## src/rtl/muldiv_pkg.sv

```systemverilog
// Shared definitions for the multiply/divide unit: function codes, FSM states
// and iteration constants.
package muldiv_pkg;

  localparam logic [5:0] OP_MFHI  = 6'b010000;
  localparam logic [5:0] OP_MTHI  = 6'b010001;
  localparam logic [5:0] OP_MFLO  = 6'b010010;
  localparam logic [5:0] OP_MTLO  = 6'b010011;
  localparam logic [5:0] OP_MULT  = 6'b011000;
  localparam logic [5:0] OP_MULTU = 6'b011001;
  localparam logic [5:0] OP_DIV   = 6'b011010;
  localparam logic [5:0] OP_DIVU  = 6'b011011;
  localparam logic [5:0] OP_MADD  = 6'b011100;
  localparam logic [5:0] OP_MADDU = 6'b011101;

  localparam int          ITER    = 32;
  localparam logic [31:0] DIV0_LO = 32'hFFFF_FFFF;

  typedef enum logic [1:0] {
    IDLE,
    RUN,
    FIX
  } state_t;

endpackage

```

## src/rtl/muldiv_step.sv

```systemverilog
// One iteration of the shared datapath: shift-add for multiply, restoring
// shift-subtract for divide, on the partial pair {acc, q}.
module muldiv_step (
  input  logic        div,
  input  logic [31:0] acc,
  input  logic [31:0] q,
  input  logic [31:0] m,
  output logic [31:0] acc_next,
  output logic [31:0] q_next
);

  logic [32:0] sum;
  logic [32:0] rem;
  logic [32:0] diff;

  always_comb begin
    sum  = {1'b0, acc} + (q[0] ? {1'b0, m} : 33'd0);
    rem  = {acc, q[31]};
    // rem < 2*m always holds, so bit 32 of the difference is the borrow
    diff = rem - {1'b0, m};
    if (div) begin
      if (!diff[32]) begin
        acc_next = diff[31:0];
        q_next   = {q[30:0], 1'b1};
      end else begin
        acc_next = rem[31:0];
        q_next   = {q[30:0], 1'b0};
      end
    end else begin
      acc_next = sum[32:1];
      q_next   = {sum[0], q[31:1]};
    end
  end

endmodule

```

## src/rtl/muldiv_unit.sv

```systemverilog
// Iterative multiply/divide unit owning the Hi/Lo pair; 33 busy cycles per
// MULT/MADD/DIV, single-edge MTHI/MTLO.
//
//   state | meaning
//   IDLE  | waiting for start; MTHI/MTLO write here
//   RUN   | 32 magnitude iterations, Hi/Lo untouched
//   FIX   | sign correction, Hi/Lo write, done next cycle
module muldiv_unit
  import muldiv_pkg::*;
(
  input  logic        clk,
  input  logic        rst,
  input  logic        start,
  input  logic [5:0]  op,
  input  logic [31:0] a,
  input  logic [31:0] b,
  output logic        busy,
  output logic        done,
  output logic [31:0] hi,
  output logic [31:0] lo
);

  state_t      state, state_next;
  logic [4:0]  count;
  logic [31:0] acc, q, m, a_raw;
  logic        is_div, is_madd, neg_res, neg_rem, div0;

  logic        iter_op, div_op, madd_op, signed_op, a_neg, b_neg;
  logic [31:0] a_mag, b_mag;
  logic [31:0] acc_next, q_next;
  logic [63:0] prod, sum64;
  logic [31:0] hi_fix, lo_fix;

  always_comb begin
    iter_op   = (op == OP_MULT) || (op == OP_MULTU) || (op == OP_DIV) ||
                (op == OP_DIVU) || (op == OP_MADD)  || (op == OP_MADDU);
    div_op    = (op == OP_DIV)  || (op == OP_DIVU);
    madd_op   = (op == OP_MADD) || (op == OP_MADDU);
    signed_op = (op == OP_MULT) || (op == OP_DIV) || (op == OP_MADD);
    a_neg     = signed_op && a[31];
    b_neg     = signed_op && b[31];
    a_mag     = a_neg ? (~a + 32'd1) : a;
    b_mag     = b_neg ? (~b + 32'd1) : b;
  end

  muldiv_step u_step (
    .div      (is_div),
    .acc      (acc),
    .q        (q),
    .m        (m),
    .acc_next (acc_next),
    .q_next   (q_next)
  );

  always_comb begin
    prod  = neg_res ? (~{acc, q} + 64'd1) : {acc, q};
    sum64 = {hi, lo} + prod;
    if (is_div) begin
      if (div0) begin
        hi_fix = a_raw;
        lo_fix = DIV0_LO;
      end else begin
        hi_fix = neg_rem ? (~acc + 32'd1) : acc;
        lo_fix = neg_res ? (~q + 32'd1) : q;
      end
    end else if (is_madd) begin
      hi_fix = sum64[63:32];
      lo_fix = sum64[31:0];
    end else begin
      hi_fix = prod[63:32];
      lo_fix = prod[31:0];
    end
  end

  always_comb begin
    state_next = state;
    case (state)
      IDLE:    if (start && iter_op) state_next = RUN;
      RUN:     if (count == 5'(ITER - 1)) state_next = FIX;
      FIX:     state_next = IDLE;
      default: state_next = IDLE;
    endcase
  end

  always_ff @(posedge clk) begin
    if (rst) state <= IDLE;
    else     state <= state_next;
  end

  always_ff @(posedge clk) begin
    if (rst) begin
      count   <= '0;
      acc     <= '0;
      q       <= '0;
      m       <= '0;
      a_raw   <= '0;
      is_div  <= 1'b0;
      is_madd <= 1'b0;
      neg_res <= 1'b0;
      neg_rem <= 1'b0;
      div0    <= 1'b0;
      hi      <= '0;
      lo      <= '0;
      done    <= 1'b0;
    end else begin
      done <= (state == FIX);
      case (state)
        IDLE: begin
          if (start && iter_op) begin
            count   <= '0;
            acc     <= '0;
            q       <= div_op ? a_mag : b_mag;
            m       <= div_op ? b_mag : a_mag;
            a_raw   <= a;
            is_div  <= div_op;
            is_madd <= madd_op;
            neg_res <= a_neg ^ b_neg;
            neg_rem <= a_neg;
            div0    <= (b == 32'd0);
          end else if (start && op == OP_MTHI) begin
            hi <= a;
          end else if (start && op == OP_MTLO) begin
            lo <= a;
          end
        end
        RUN: begin
          acc   <= acc_next;
          q     <= q_next;
          count <= count + 5'd1;
        end
        FIX: begin
          hi <= hi_fix;
          lo <= lo_fix;
        end
        default: ;
      endcase
    end
  end

  assign busy = (state != IDLE);

endmodule

```

## config.mk

```make
export PLATFORM = sky130hd
export DESIGN_NAME = muldiv_unit
export DESIGN_NICKNAME = d
export VERILOG_FILES = /design/src/rtl/muldiv_pkg.sv /design/src/rtl/muldiv_step.sv /design/src/rtl/muldiv_unit.sv
export SDC_FILE = /design/constraint.sdc
export NUM_CORES = 1
export LEC_CHECK = 0
export ABC_AREA = 1
export BUFFER_PORTS_ARGS = -buffer_cell sky130_fd_sc_hd__buf_2
export CELL_PAD_IN_SITES_DETAIL_PLACEMENT = 1
export CELL_PAD_IN_SITES_GLOBAL_PLACEMENT = 2
export CORE_UTILIZATION = 36
export CTS_BUF_LIST = sky130_fd_sc_hd__clkbuf_8
export DETAILED_ROUTE_END_ITERATION = 16
export GPL_ROUTABILITY_DRIVEN = 0
export PLACE_DENSITY_LB_ADDON = 0.1
export REMOVE_ABC_BUFFERS = 1
export SYNTH_ARGS = -nofsm -noshare
export SYNTH_HDL_FRONTEND = slang
export SYNTH_HIERARCHICAL = 1
export SYNTH_SLANG_ARGS = --single-unit
```

## constraint.sdc

```tcl
create_clock -name clk -period 9.2 [get_ports clk]
set_input_delay 2.76 -clock clk [delete_from_list [all_inputs] [get_ports clk]]
set_output_delay 2.76 -clock clk [all_outputs]
set_load 0.02 [all_outputs]
```

* Word-level counts from Yosys, hierarchy flattened
Index checks and enable logic that the tools add are counted.
Cells by class: add/sub/neg operators 9, shift-type cells 0, $mul 0, bitwise gates (word level) 6, reduce and logical (&&, ||, !) cells 24, divide/modulo/power cells 0, multiplexer cells 34, magnitude comparators 0, eq/ne operators 17
Operators with widths (count):
- two-way mux 32 bit | 23
- one-hot mux 32 bit (2 select lines) | 4
- adder 32 x 1 -> 32 bit, second input constant | 4
- NOT 32 bit | 4
- adder 64 x 1 -> 64 bit, second input constant | 1
- adder 64 bit | 1
- two-way mux 64 bit | 1
- NOT 64 bit | 1
- == test 6 x 5 -> 1 bit, second input constant | 8
- adder 32 x 33 -> 33 bit | 1
- subtractor 33 x 32 -> 33 bit | 1
- logical NOT 32 bit | 1
- inequality test 2 bit, second input constant | 6
- one-hot mux 5 bit (2 select lines) | 1
- logical OR 1 bit | 9
- AND reduction 2 bit | 3
- nonzero test 2 bit | 3
- adder 5 x 1 -> 5 bit, second input constant | 1
- == test 5 bit, second input constant | 1
- logical AND 1 bit | 5
- two-way mux 5 bit | 1
- two-way mux 2 bit | 2
- one-hot mux 2 bit (2 select lines) | 1
- AND reduction 4 bit | 1
- other kinds (6) | 6
Word-level totals: latch bits 0, input port bits 73, output and inout port bits 66, memories kept 0, bits in writable memories 0, ROM bits 0, bits in registers 205, logic and storage cells 104

* Depth between registers and ports, before layout
Gate-level depths: netlist (run 1).
word-level depth 9, gate-level depth with buffers 31, depth with buffers taken out 31

* By module
The synthesis (run 1) kept the hierarchy.
Modules (own cells, without submodules):
- muldiv_unit | instances 1, area an instance 19959.1 µm², cells an instance 3563, sequential area each 4103.9 µm²
- muldiv_step | instances 1, area an instance 6342.3 µm², cells an instance 1303, sequential area each 0.0 µm²

* Worst setup path before layout (run 1)
Ideal clock, no wire load.
path type input-to-reg, start input port a[0], end register m[30], stages on the path 17, required time 9.090 ns, data arrival time 4.267 ns, library setup time 0.110 ns, buffers on the path 0, path slack 4.824 ns, cell sequence inv_1 > ha_1 > inv_1 > nor3_4 > nand2_2 > nor2_2 > nand2_1 > nor3_2 > nand3b_1 > o21ai_2 > nand2_1 > nand2_1 > nand2_1 > nand2_1 > nand3_1 > nand2_1 > inv_1
On the way: word-level cells in the longest chain between the ends 4
RTL lines:
- start, declared | RTL line muldiv_unit.sv:15 | input logic [31:0] a,
- NOT 32 bit | RTL line muldiv_unit.sv:42 | a_mag = a_neg ? (~a + 32'd1) : a;
- adder 32 x 1 -> 32 bit | RTL line muldiv_unit.sv:42
- two-way mux 32 bit | RTL line muldiv_unit.sv:42
- two-way mux 32 bit | RTL line muldiv_unit.sv:113 | m <= div_op ? b_mag : a_mag;
- end signal, assigned | RTL line muldiv_unit.sv:113
- end, declared | RTL line muldiv_unit.sv:25 | logic [31:0] acc, q, m, a_raw;
No other way between the ends. A chain may end at the register's enable or synchronous reset.

* Worst setup path after layout (run 1)
start input port op[5], end register q[18]
On the way: word-level cells in the longest chain between the ends 9, elaborated cells on any way between the ends 24, classes of those cells 7 x eq/ne; 5 x mux; 12 x reduce/logical
RTL lines:
- start, declared | RTL line muldiv_unit.sv:14 | input logic [5:0] op,
- parallel branches: the longest is 9 deep, another holds two-way mux 32 bit
- end signal, assigned | RTL line muldiv_unit.sv:112 | q <= div_op ? a_mag : b_mag;
- end signal, assigned | RTL line muldiv_unit.sv:128 | q <= q_next;
- end, declared | RTL line muldiv_unit.sv:25
Several ways; the timed one is not identified. The select of a mux whose other input is x is not followed.

==> summary.log, run 1 <==
qor: floorplanning.die_w 272 µm
qor: floorplanning.initial_core_util 0.366
qor: global_route.antenna_violations_before_repair 2
qor: yosys.synth.largest_area_cell sky130_fd_sc_hd__nand2_1
qor: routing.wl_cell 23.0 µm
qor: yosys.syn-mean-instance-area 5.41 µm²
qor: cts.insertion_delay 0.65 ns
qor: cts.clk_sink_count 205
qor: floorplanning.placeableCoreArea 0.0719 mm²
qor: worst_setup_path.cpPeakStageDelay 0.94 ns
qor: worst_setup_path.critPathMaxFanout 68
qor: global_route.global_route.usage.total 0.360
qor: cts.cts_buffers 40
qor: global_route.globalRoute.totalOverflow 0
qor: routing.detail_route.vias_per_cell 5.52
qor: yosys.syn-instance-count 4866
qor: timing.tightest_slew 1.11 ns
qor: global_route.gr-usage-met3 0.0769
qor: yosys.yosysTopAreaCellShare 0.228
qor: yosys.async_reset_ff_frac 0
qor: floorplanning.fp.dieH 272 µm
qor: routing.detailroute.via_count 32565
qor: routing.detail_route.wirelength 136000 µm
qor: cts.worst_setup_hold_path_clk_slew 0.07 ns
qor: yosys.synth_warnings 6
qor: cts.cts_tree done
qor: cts.cts.path.max_buffers 3
qor: timing.report.final.hold_viol_count 0
qor: yosys.synth_seq_cells 205
qor: timing.max-slew-margin-rel 0.259
qor: worst_setup_path.cp_slowest_cell sky130_fd_sc_hd__inv_2
qor: timing.post-route-min-period 6.33 ns
qor: cts.cts_root_buffer sky130_fd_sc_hd__clkbuf_8
qor: global_route.grt_util_met1 0.492
qor: pwr.pwr_density_cell 96.0 mW/mm²
qor: run_status.run_status completed
qor: global_route.grt_start_max_net_pins 92
qor: global_route.met2_usage 0.558
qor: worst_setup_path.critical_path.endpoint_type flop
qor: cts.cts_hold_buffers 0
qor: yosys.synth_commonest_cells sky130_fd_sc_hd__nand2_1, sky130_fd_sc_hd__inv_1, sky130_fd_sc_hd__nor2_1
qor: place.port_buffers 138
qor: routing.detail_route.first_pass.iterations 5
qor: worst_setup_path.req_time_crit_path 9.79 ns
qor: global_route.most_utilized_layer_in_the_global_route_result met2
qor: floorplanning.floorplan.rows 98
qor: timing.setup_ws 2.87 ns
qor: yosys.synth-edff-count 0
qor: yosys.yosys.cell_count.top_type sky130_fd_sc_hd__nand2_1
qor: yosys.synth_ff_type sky130_fd_sc_hd__dfxtp_1
qor: yosys.yosysSeqAreaShare 0.156
qor: timing.final_max_slew_viol_count 0
qor: worst_setup_path.path_class input pin to flop
qor: worst_setup_path.crit_path_cell_trace buf_2 > nor2_2 > nand2_1 > a21oi_2 > nand3_2 > buf_4 > inv_2 > nand2_1 > inv_2 > a21oi_1 > o21ai_1 > nand2_1 > inv_1
qor: place.detailedPlace.worstSlack 2.28 ns
qor: routing.drc 0
qor: timing.setup_viol_count_final 0
qor: timing.grt_setup_unrepaired no
qor: timing.final_min_period_over_clock_period 0.688
qor: worst_setup_path.ff2ff_setup_slack 4.15 ns
qor: routing.detailedRoute.firstIterationViolations 3040
qor: yosys.synth_area_leaders sky130_fd_sc_hd__nand2_1, sky130_fd_sc_hd__dfxtp_1, sky130_fd_sc_hd__inv_1
qor: flow_run.maxCapViolations 0
qor: worst_setup_path.critical_path.startpoint_type input pin
qor: timing.fin_setup_tns 0 ns
qor: worst_setup_path.timing.critical_path.mode_cell sky130_fd_sc_hd__nand2_1
qor: place.detailedPlacementHpwl 112000 µm
qor: pwr.cellLeakagePower 15.4 nW
qor: cts.post_cts.repair.setup_buffers 0
qor: timing.clock_tree_skew_after_final_layout 0.0443 ns
qor: cells_and_area.proportion_of_layout_cells_with_a_drive_suffix_above_1 0.0747
qor: yosys.synth_cell_type_count 59
qor: cells_and_area.multi_input_comb_area 0.0188 mm²
qor: floorplanning.number_of_ports_placed_on_the_die_boundary 139
qor: worst_setup_path.critPathArrivalTime 6.92 ns
qor: cts.post_cts_resize_count 0
qor: pwr.power.ir.vdd_worst 0.0852 mV
qor: cells_and_area.syn_to_final_growth 8.93%
qor: timing.clock.fmax 158 MHz
qor: routing.final_antenna_net_count 0
qor: global_route.first_global_vias 31610
qor: cells_and_area.seq_area 0.00411 mm²
qor: yosys.synth.cell_area 0.0263 mm²
qor: floorplanning.dieArea 0.0741 mm²
qor: cells_and_area.nNetsFinal 5144
qor: cells_and_area.n_fill_cell 10326
qor: global_route.grt_first_pass_wirelength 200000 µm
qor: cts.ctsHtreeMaxLevel 2
qor: hold_path.hold_path.class flop to flop
through the flow:
step                      total power [mW]   util  cells  cell area [µm²]  hold WS, ns
final                                 2.75  0.399   5902            28700        0.466
after global routing                  2.86  0.399   5902            28700        0.490
after CTS                             2.74  0.399   5901            28600        0.471
after detailed placement              1.66  0.386   5829            27800        0.463
after global placement                1.64  0.386   5829            27800        0.449
after floorplan                       1.37      -   4712            25600        0.435
report_power, final:
| part | leakage, nW | switching, mW | total, mW | internal, mW |
|---|---|---|---|---|
| logic | 13.2 | 0.529 | 0.721 | 0.192 |
| clock network | 0.494 | 0.488 | 1.09 | 0.599 |
| registers | 1.66 | 0.0353 | 0.940 | 0.905 |
| total | 15.4 | 1.05 | 2.75 | 1.70 |
state kept, by name (all words and copies together) (netlist names):
name     cells
a_raw       32
acc         32
hi          32
lo          32
m           32
q           32
count        5
state        2
div0         1
done         1
is_div       1
is_madd      1
neg_rem      1
neg_res      1
routing by layer:
layer,vias to the layer above,share of wire,wire length [µm]
met4,0,0.034,4670
li1,15560,-,-
met1,15641,0.45,61300
met5,-,0,0
met3,216,0.086,11700
met2,1148,0.43,58300
worst max-delay path, delay by kind of cell:
| family | cells | cell delay (ns) |
|---|---|---|
| buf+inv | 5 | 2.33 |
| simple gates | 5 | 1.25 |
| compound gates | 3 | 0.45 |
layout by cell type, fill, tap and decap left out, types with 27 or more instances in the layout:
| cell | n |
|---|---|
| sky130_fd_sc_hd__xor2_1 | 121 |
| sky130_fd_sc_hd__dfxtp_1 | 203 |
| sky130_fd_sc_hd__a21oi_1 | 361 |
| sky130_fd_sc_hd__nand2_2 | 29 |
| sky130_fd_sc_hd__nand3b_1 | 27 |
| sky130_fd_sc_hd__ha_1 | 147 |
| sky130_fd_sc_hd__nand2_1 | 1600 |
| sky130_fd_sc_hd__nor3_1 | 30 |
| sky130_fd_sc_hd__inv_1 | 705 |
| sky130_fd_sc_hd__nand4_1 | 39 |
| sky130_fd_sc_hd__nand3_1 | 341 |
| sky130_fd_sc_hd__buf_2 | 138 |
| sky130_fd_sc_hd__nor2_1 | 510 |
| sky130_fd_sc_hd__clkbuf_8 | 49 |
| sky130_fd_sc_hd__buf_4 | 29 |
| sky130_fd_sc_hd__o211ai_1 | 31 |
| sky130_fd_sc_hd__o21ai_0 | 309 |
path summary, 6_finish.rpt:
path                                            start               endpoint  depth (start not counted)
worst max-delay path                            op[5]     q[18]$_SDFFE_PP0P_                         13
worst min-delay path            count[4]$_SDFFE_PP0P_  count[4]$_SDFFE_PP0P_                          2
worst max register to register      q[1]$_SDFFE_PP0P_    hi[28]$_SDFFE_PP0P_                         23
worst min register to register  count[4]$_SDFFE_PP0P_  count[4]$_SDFFE_PP0P_                          2
final cells by class:
type	count	area share
antenna	1	0.0000873
clock buffer	49	0.0235
clock inverter	23	0.00777
inverter	722	0.0947
multi-input combinational	3785	0.657
sequential	205	0.143
tap	950	0.0415
timing repair buffer	167	0.0317
cell families (layout without fill, tap and decap cells):
| group | Yosys count | in the layout | share of synthesized area |
|---|---|---|---|
| and+or+nand+nor | 2676 | 2676 | 0.426 |
| buffers and inverters | 876 | 961 | 0.129 |
| AOI/OAI and AO/OA | 825 | 825 | 0.172 |
| DFF | 205 | 205 | 0.156 |
| adders and majority gates | 150 | 150 | 0.0722 |
| xor gates and xnor gates | 134 | 134 | 0.0455 |
| other | 0 | 1 | 0 |
Power figures use the tool's default switching activity.
==> inputs of run 2 (changes only) <==
ABC_AREA = 0   (was 1)
CORE_UTILIZATION = 37   (was 36)
clock period = 6.06 ns   (was 9.2 ns; I/O delays follow)
==> run 2 against run 1 <==
Register-to-register slack worse by 3.9 ns. Clock-buffer cell count is 7 higher. Critical path depth is 3 higher. Synthesized cell count is 38% lower. Die area is 20% lower. Combinational power is 1% higher. Cell area is 16% lower. Hold slack worse by 0.0096 ns. Clock skew is 0.0099 ns lower. Critical endpoint is now hi[29]$_SDFFE_PP0P_. Highest routed layer unchanged.
==> summary.log, run 2 <==
qor: worst_setup_path.req_time_crit_path 6.59 ns
qor: floorplanning.fp.dieH 244 µm
qor: cts.cts_hold_buffers 0
qor: pwr.cellLeakagePower 10.1 nW
qor: yosys.yosysTopAreaCellShare 0.189
qor: global_route.globalRoute.totalOverflow 0
qor: floorplanning.initial_core_util 0.375
qor: cells_and_area.nNetsFinal 3275
qor: routing.detail_route.first_pass.iterations 5
qor: run_status.run_status completed
qor: routing.wl_cell 26.6 µm
qor: cells_and_area.proportion_of_layout_cells_with_a_drive_suffix_above_1 0.119
qor: timing.whs 0.457 ns
qor: place.port_buffers 138
qor: worst_setup_path.critical_path.endpoint_type flop
qor: worst_setup_path.critical_path.startpoint_type flop
qor: cts.clk_sink_count 205
qor: routing.route.layer.met1.wl 46100 µm
qor: worst_setup_path.critPathMaxFanout 10
qor: floorplanning.dieArea 0.0596 mm²
qor: place.post_dp_cell_area 0.0230 mm²
qor: routing.top_signal_layer_used met4
qor: floorplanning.die_w 244 µm
qor: yosys.syn-mean-instance-area 7.18 µm²
qor: place.detailedPlacementHpwl 78200 µm
qor: worst_setup_path.path_class flop to flop
qor: cells_and_area.stdcell_area 0.0241 mm²
qor: cts.post_cts.repair.setup_buffers 0
qor: timing.grt_setup_unrepaired no
qor: cts.ctsHtreeMaxLevel 2
qor: yosys.synth-edff-count 0
qor: cells_and_area.top_library_cells_by_usage_in_the_layout_fill_and_taps_aside sky130_fd_sc_hd__a21oi_1, sky130_fd_sc_hd__nand2_1, sky130_fd_sc_hd__nor2_1, sky130_fd_sc_hd__dfxtp_1, sky130_fd_sc_hd__o21ai_0
qor: cts.insertion_delay 0.66 ns
qor: cells_and_area.final-instance-count-excl-fill 3858
qor: cts.worst_setup_hold_path_clk_slew 0.06 ns
qor: timing.final_min_period_over_clock_period 0.966
qor: flow_run.maxCapViolations 0
qor: routing.met2RoutedLength 46800 µm
qor: yosys.yosysSeqAreaShare 0.189
qor: global_route.grt_start_max_net_pins 131
qor: timing.report.final.hold_viol_count 0
qor: global_route.first_global_vias 24236
qor: timing.final_max_slew_viol_count 0
qor: timing.tightest_slew 1.05 ns
qor: yosys.synth_warnings 6
qor: cells_and_area.final_common_cell sky130_fd_sc_hd__a21oi_1
qor: yosys.synth_commonest_cells sky130_fd_sc_hd__a21oi_1, sky130_fd_sc_hd__nand2_1, sky130_fd_sc_hd__nor2_1
qor: routing.dr_wl_met3 6250 µm
qor: global_route.antenna_violations_before_repair 3
qor: timing.clock_tree_skew_after_final_layout 0.0344 ns
qor: timing.clock.fmax 171 MHz
qor: cells_and_area.n_fill_cell 7261
qor: timing.max-slew-margin-rel 0.298
qor: yosys.syn-instance-count 3021
qor: worst_setup_path.ff2ff_setup_slack 0.20 ns
qor: routing.final_antenna_net_count 0
qor: worst_setup_path.critPathArrivalTime 6.39 ns
qor: cells_and_area.syn_to_final_growth 11.1%
qor: worst_setup_path.reg2regPathDepth 16
qor: pwr.pwr_density_cell 167 mW/mm²
qor: cts.cts_tree done
qor: floorplanning.placeableCoreArea 0.0578 mm²
qor: yosys.synth.cell_area 0.0217 mm²
qor: yosys.synth_cell_type_count 94
qor: routing.detailedRoute.firstIterationViolations 2008
qor: routing.detail_route.vias_per_cell 6.36
qor: global_route.grt_first_pass_wirelength 153000 µm
qor: floorplanning.floorplan.rows 88
qor: global_route.global_route.usage.total 0.332
qor: pwr.power.ir.vdd_worst 0.105 mV
qor: cts.cts_buffers 46
qor: hold_path.hold_path.class flop to flop
qor: hold_path.number_of_cells_traversed_by_the_worst_hold_path 2
qor: routing.detailroute.via_count 24545
qor: floorplanning.number_of_ports_placed_on_the_die_boundary 139
qor: cts.post_cts_resize_count 0
qor: yosys.synth_area_leaders sky130_fd_sc_hd__dfxtp_1, sky130_fd_sc_hd__ha_1, sky130_fd_sc_hd__a21oi_1
qor: timing.fin_setup_tns 0 ns
qor: timing.post-route-min-period 5.86 ns
qor: cells_and_area.utilization 0.417
qor: cts.cts.path.max_buffers 3
qor: yosys.synth.largest_area_cell sky130_fd_sc_hd__dfxtp_1
qor: timing.setup_viol_count_final 0
qor: routing.drc 0
qor: routing.detail_route.wirelength 103000 µm
qor: cts.cts_root_buffer sky130_fd_sc_hd__clkbuf_8
qor: yosys.synth_seq_cells 205
qor: place.placed_cells_incl_taps 3769
qor: yosys.async_reset_ff_frac 0
qor: yosys.synth_ff_type sky130_fd_sc_hd__dfxtp_1
## run 2: logic make-up after synthesis
family | synth area share
fa+ha+maj | 0.0875
compound gates | 0.313
flops | 0.189
mux | 0.0256
simple gates | 0.232
xor+xnor | 0.0969
buf+inv | 0.0554
## run 2: metrics by stage
stage / setup WS (ns) / power, mW
floorplan: -0.540 / 1.80
global placement: 0.444 / 2.12
detailed placement: 0.395 / 2.13
CTS: 0.348 / 4.04
global route: 0.118 / 4.13
finish: 0.203 / 4.02
## run 2: final timing paths
kind                          startpoint                     end
hold / removal    a_raw[30]$_SDFFE_PP0P_  a_raw[30]$_SDFFE_PP0P_
setup / recovery     acc[6]$_SDFFE_PP0P_     hi[29]$_SDFFE_PP0P_
setup reg to reg     acc[6]$_SDFFE_PP0P_     hi[29]$_SDFFE_PP0P_
hold reg to reg   a_raw[30]$_SDFFE_PP0P_  a_raw[30]$_SDFFE_PP0P_
## run 2: power by group
part / switching [mW] / total [mW] / internal [mW] / leakage [nW]
registers: 0.0266 / 1.39 / 1.37 / 1.66
logic: 0.510 / 0.728 / 0.218 / 7.87
clock network: 0.803 / 1.90 / 1.10 / 0.591
total: 1.34 / 4.02 / 2.68 / 10.1
## run 2: final cells by class
cell class | count | area [µm²] | share of cell area
Timing Repair Buffer | 203 | 1200 | 0.0496
Clock inverter | 29 | 290 | 0.0120
Tap cell | 765 | 957 | 0.0397
Clock buffer | 56 | 771 | 0.0320
Sequential cell | 205 | 4110 | 0.170
Inverter | 87 | 327 | 0.0135
Antenna cell | 4 | 10.0 | 0.000415
Multi-Input combinational cell | 2509 | 16500 | 0.682
## run 2: critical path, cell delays in order (launching register included)
cell and delay [ns]:
sky130_fd_sc_hd__dfxtp_1 0.31, sky130_fd_sc_hd__nor3_1 0.72, sky130_fd_sc_hd__nand4_1 0.34, sky130_fd_sc_hd__or3_1 0.57, sky130_fd_sc_hd__or3_1 0.52, sky130_fd_sc_hd__or2_1 0.39, sky130_fd_sc_hd__o31ai_4 0.21, sky130_fd_sc_hd__xnor2_1 0.12
sky130_fd_sc_hd__ha_1 0.51, sky130_fd_sc_hd__and3_1 0.26, sky130_fd_sc_hd__nand3_1 0.15, sky130_fd_sc_hd__or4_1 0.43, sky130_fd_sc_hd__o22ai_1 0.36, sky130_fd_sc_hd__o22ai_1 0.21, sky130_fd_sc_hd__o21ai_0 0.30, sky130_fd_sc_hd__nor2_1 0.08
sky130_fd_sc_hd__a211o_1 0.27
## run 2: layer usage
metal  GRT usage  vias to the layer above
met5           0                        -
met4       0.113                        0
met3      0.0394                      177
met2       0.549                      869
met1       0.444                    12280
li1            -                    11219
==> inputs of run 3 (changes only) <==
CORE_UTILIZATION = 40   (was 37)
GPL_TIMING_DRIVEN = 0   (was unset)
clock period = 6.9 ns   (was 6.06 ns; I/O delays follow)
==> run 3 against run 2 <==
The flow now finishes with violations (max-capacitance violations, max-slew violations). Global-route usage rose by 0.51 points. Setup slack improved by 0.25 ns. Via count fell by 1.7%. Largest power group unchanged. Clock skew rose by 0.0070 ns. Register-to-register slack improved by 0.25 ns. Total power fell by 16%. Fmax fell by 9.1%. Core utilization rose by 2.8 points. Highest routed layer unchanged.
==> summary.log, run 3 (synthesis results as in run 2) <==
qor: run_status.run_status complete, but fails checks
qor: run_status.failed_checks max-capacitance violations, max-slew violations
qor: pwr.p_comb_frac 0.182
qor: timing.clock_tree_skew_after_final_layout 0.0415 ns
qor: place.port_buffers 138
qor: timing.setup_viol_count_final 0
qor: place.detailedPlacementHpwl 72800 µm
qor: cts.cts_hold_buffers 0
qor: pwr.pwr_density_cell 142 mW/mm²
qor: worst_setup_path.crit_path_cell_trace or4_1 > nor3_2 > nand4b_1 > or4_1 > o21ai_0 > xnor2_1 > ha_1 > and2_1 > nand3_1 > or4_1 > o32ai_1 > or2_0 > a2111oi_0 > or4_1 > a211oi_1
qor: cells_and_area.nNetsFinal 3230
qor: global_route.grt_first_pass_wirelength 146000 µm
qor: cells_and_area.seq_area 0.00411 mm²
qor: cells_and_area.syn_to_final_growth 10.1%
qor: global_route.globalRoute.totalOverflow 0
qor: pwr.p_sw_frac 0.333
qor: timing.clock.fmax 155 MHz
qor: floorplanning.placeableCoreArea 0.0537 mm²
qor: cts.cts_buffers 45
qor: floorplanning.fp.dieH 235 µm
qor: timing.final_max_slew_viol_count 12
qor: pwr.cellLeakagePower 9.95 nW
qor: cells_and_area.n_fill_cell 6774
qor: worst_setup_path.timing.critical_path.mode_cell sky130_fd_sc_hd__or4_1
qor: worst_setup_path.cp_slowest_cell sky130_fd_sc_hd__or4_1
qor: place.post_dp_cell_area 0.0229 mm²
qor: global_route.global_route.usage.total 0.337
qor: place.placed_cells_incl_taps 3654
qor: worst_setup_path.req_time_crit_path 7.47 ns
qor: cts.ctsHtreeMaxLevel 2
qor: routing.detail_route.first_pass.iterations 7
qor: cells_and_area.proportion_of_layout_cells_with_a_drive_suffix_above_1 0.106
qor: pwr.p_int 2.25 mW
qor: cells_and_area.top_library_cells_by_usage_in_the_layout_fill_and_taps_aside sky130_fd_sc_hd__nand2_1, sky130_fd_sc_hd__a21oi_1, sky130_fd_sc_hd__nor2_1, sky130_fd_sc_hd__dfxtp_1, sky130_fd_sc_hd__o21ai_0
qor: cells_and_area.multi_input_comb_area 0.0165 mm²
qor: pwr.seq_power_share 0.362
qor: pwr.power.ir.vdd_worst 0.110 mV
qor: routing.detailedRoute.firstIterationViolations 1866
qor: cts.post_cts.repair.setup_buffers 0
qor: timing.report.final.hold_viol_count 0
qor: cts.cts.path.max_buffers 3
qor: floorplanning.initial_core_util 0.404
qor: global_route.first_global_vias 23870
qor: pwr.switchingPower 1.13 mW
qor: hold_path.hold_path.class flop to flop
qor: global_route.grt_start_max_net_pins 112
qor: timing.max-slew-margin-rel -0.0141
qor: pwr.fin_total_pwr 3.38 mW
qor: floorplanning.die_w 235 µm
qor: worst_setup_path.critPathMaxFanout 17
qor: cts.worst_setup_hold_path_clk_slew 0.06 ns
qor: cells_and_area.stdcell_area 0.0239 mm²
qor: routing.detail_route.wirelength 96300 µm
qor: floorplanning.number_of_ports_placed_on_the_die_boundary 139
qor: routing.drc 0
qor: cts.cts_root_buffer sky130_fd_sc_hd__clkbuf_8
qor: timing.grt_setup_unrepaired no
qor: routing.detailroute.via_count 24121
qor: worst_setup_path.critical_path.endpoint_type flop
qor: timing.whs 0.451 ns
qor: worst_setup_path.critPathArrivalTime 7.02 ns
qor: cts.post_cts_resize_count 0
qor: cts.clk_sink_count 205
qor: timing.fin_setup_tns 0 ns
qor: floorplanning.dieArea 0.0552 mm²
qor: floorplanning.floorplan.rows 85
qor: timing.final_min_period_over_clock_period 0.934
qor: worst_setup_path.cpPeakStageDelay 0.94 ns
qor: worst_setup_path.path_class flop to flop
qor: timing.post-route-min-period 6.45 ns
qor: pwr.clock_power_share 0.456
qor: global_route.antenna_violations_before_repair 0
qor: worst_setup_path.reg2regPathDepth 15
qor: worst_setup_path.ff2ff_setup_slack 0.45 ns
qor: hold_path.number_of_cells_traversed_by_the_worst_hold_path 2
qor: cts.insertion_delay 0.66 ns
qor: flow_run.maxCapViolations 1
qor: routing.detail_route.vias_per_cell 6.45
qor: cts.cts_tree done
qor: timing.tightest_slew 1.52 ns
qor: worst_setup_path.critical_path.startpoint_type flop
qor: cells_and_area.final-instance-count-excl-fill 3739
qor: routing.final_antenna_net_count 0
qor: routing.wl_cell 25.7 µm
-- run 3: cell types whose count changed in the layout (fill, tap and decap cells not counted), moves of 2 or more --
cell,previous run,this run
sky130_fd_sc_hd__inv_1,98,101
sky130_fd_sc_hd__diode_2,4,1
sky130_fd_sc_hd__buf_12,1,10
sky130_fd_sc_hd__clkbuf_8,56,58
sky130_fd_sc_hd__buf_4,64,1
sky130_fd_sc_hd__bufinv_16,6,3
sky130_fd_sc_hd__buf_8,0,3
sky130_fd_sc_hd__clkinv_2,10,6
sky130_fd_sc_hd__buf_16,0,6
-- run 3: metrics by stage --
stage	setup WS (ns)	utilization
after floorplan	0.0484	-
after global placement	-3.93	0.417
after detailed placement	0.0655	0.426
after CTS	0.0989	0.444
after global routing	0.263	0.445
final	0.454	0.445
-- run 3: worst max-delay path, delay by kind of cell, from the launching register on --
kind,cells,cell delay [ns]
flip-flops,1,0.41
AO/OA/AOI/OAI,4,1.14
AND/OR/NAND/NOR,9,4.22
adder cells (fa/ha/maj),1,0.47
XOR/XNOR,1,0.15
-- run 3: area by class of cell --
class,count,share of cell area
sequential,205,0.172
timing repair buffer,159,0.0471
inverter,87,0.0137
antenna,1,0.000105
multi-input combinational,2509,0.690
clock buffer,58,0.0334
clock inverter,24,0.00754
tap,696,0.0365
-- run 3: power by group through the flow --
| stage | clock network, mW | registers (mW) | logic [mW] |
|---|---|---|---|
| floorplan | 0 | 1.25 | 0.338 |
| finish | 1.54 | 1.23 | 0.614 |
| CTS | 1.57 | 1.23 | 0.602 |
| global route | 1.62 | 1.23 | 0.651 |
| global placement | 0 | 1.26 | 0.568 |
| detailed placement | 0 | 1.25 | 0.599 |
-- run 3: path summary, 6_finish.rpt --
| check | start | to |
|---|---|---|
| hold / removal | a_raw[19]$_SDFFE_PP0P_ | a_raw[19]$_SDFFE_PP0P_ |
| setup reg to reg | q[2]$_SDFFE_PP0P_ | hi[18]$_SDFFE_PP0P_ |
| hold reg to reg | a_raw[19]$_SDFFE_PP0P_ | a_raw[19]$_SDFFE_PP0P_ |
| setup / recovery | q[2]$_SDFFE_PP0P_ | hi[18]$_SDFFE_PP0P_ |
-- run 3: layer usage --
layer	part of all wire	global-route usage	wire length (µm)
met3	0.055	0.0456	5280
met5	0	0	0
met2	0.46	0.558	44600
met4	0.036	0.124	3450
met1	0.45	0.445	43000
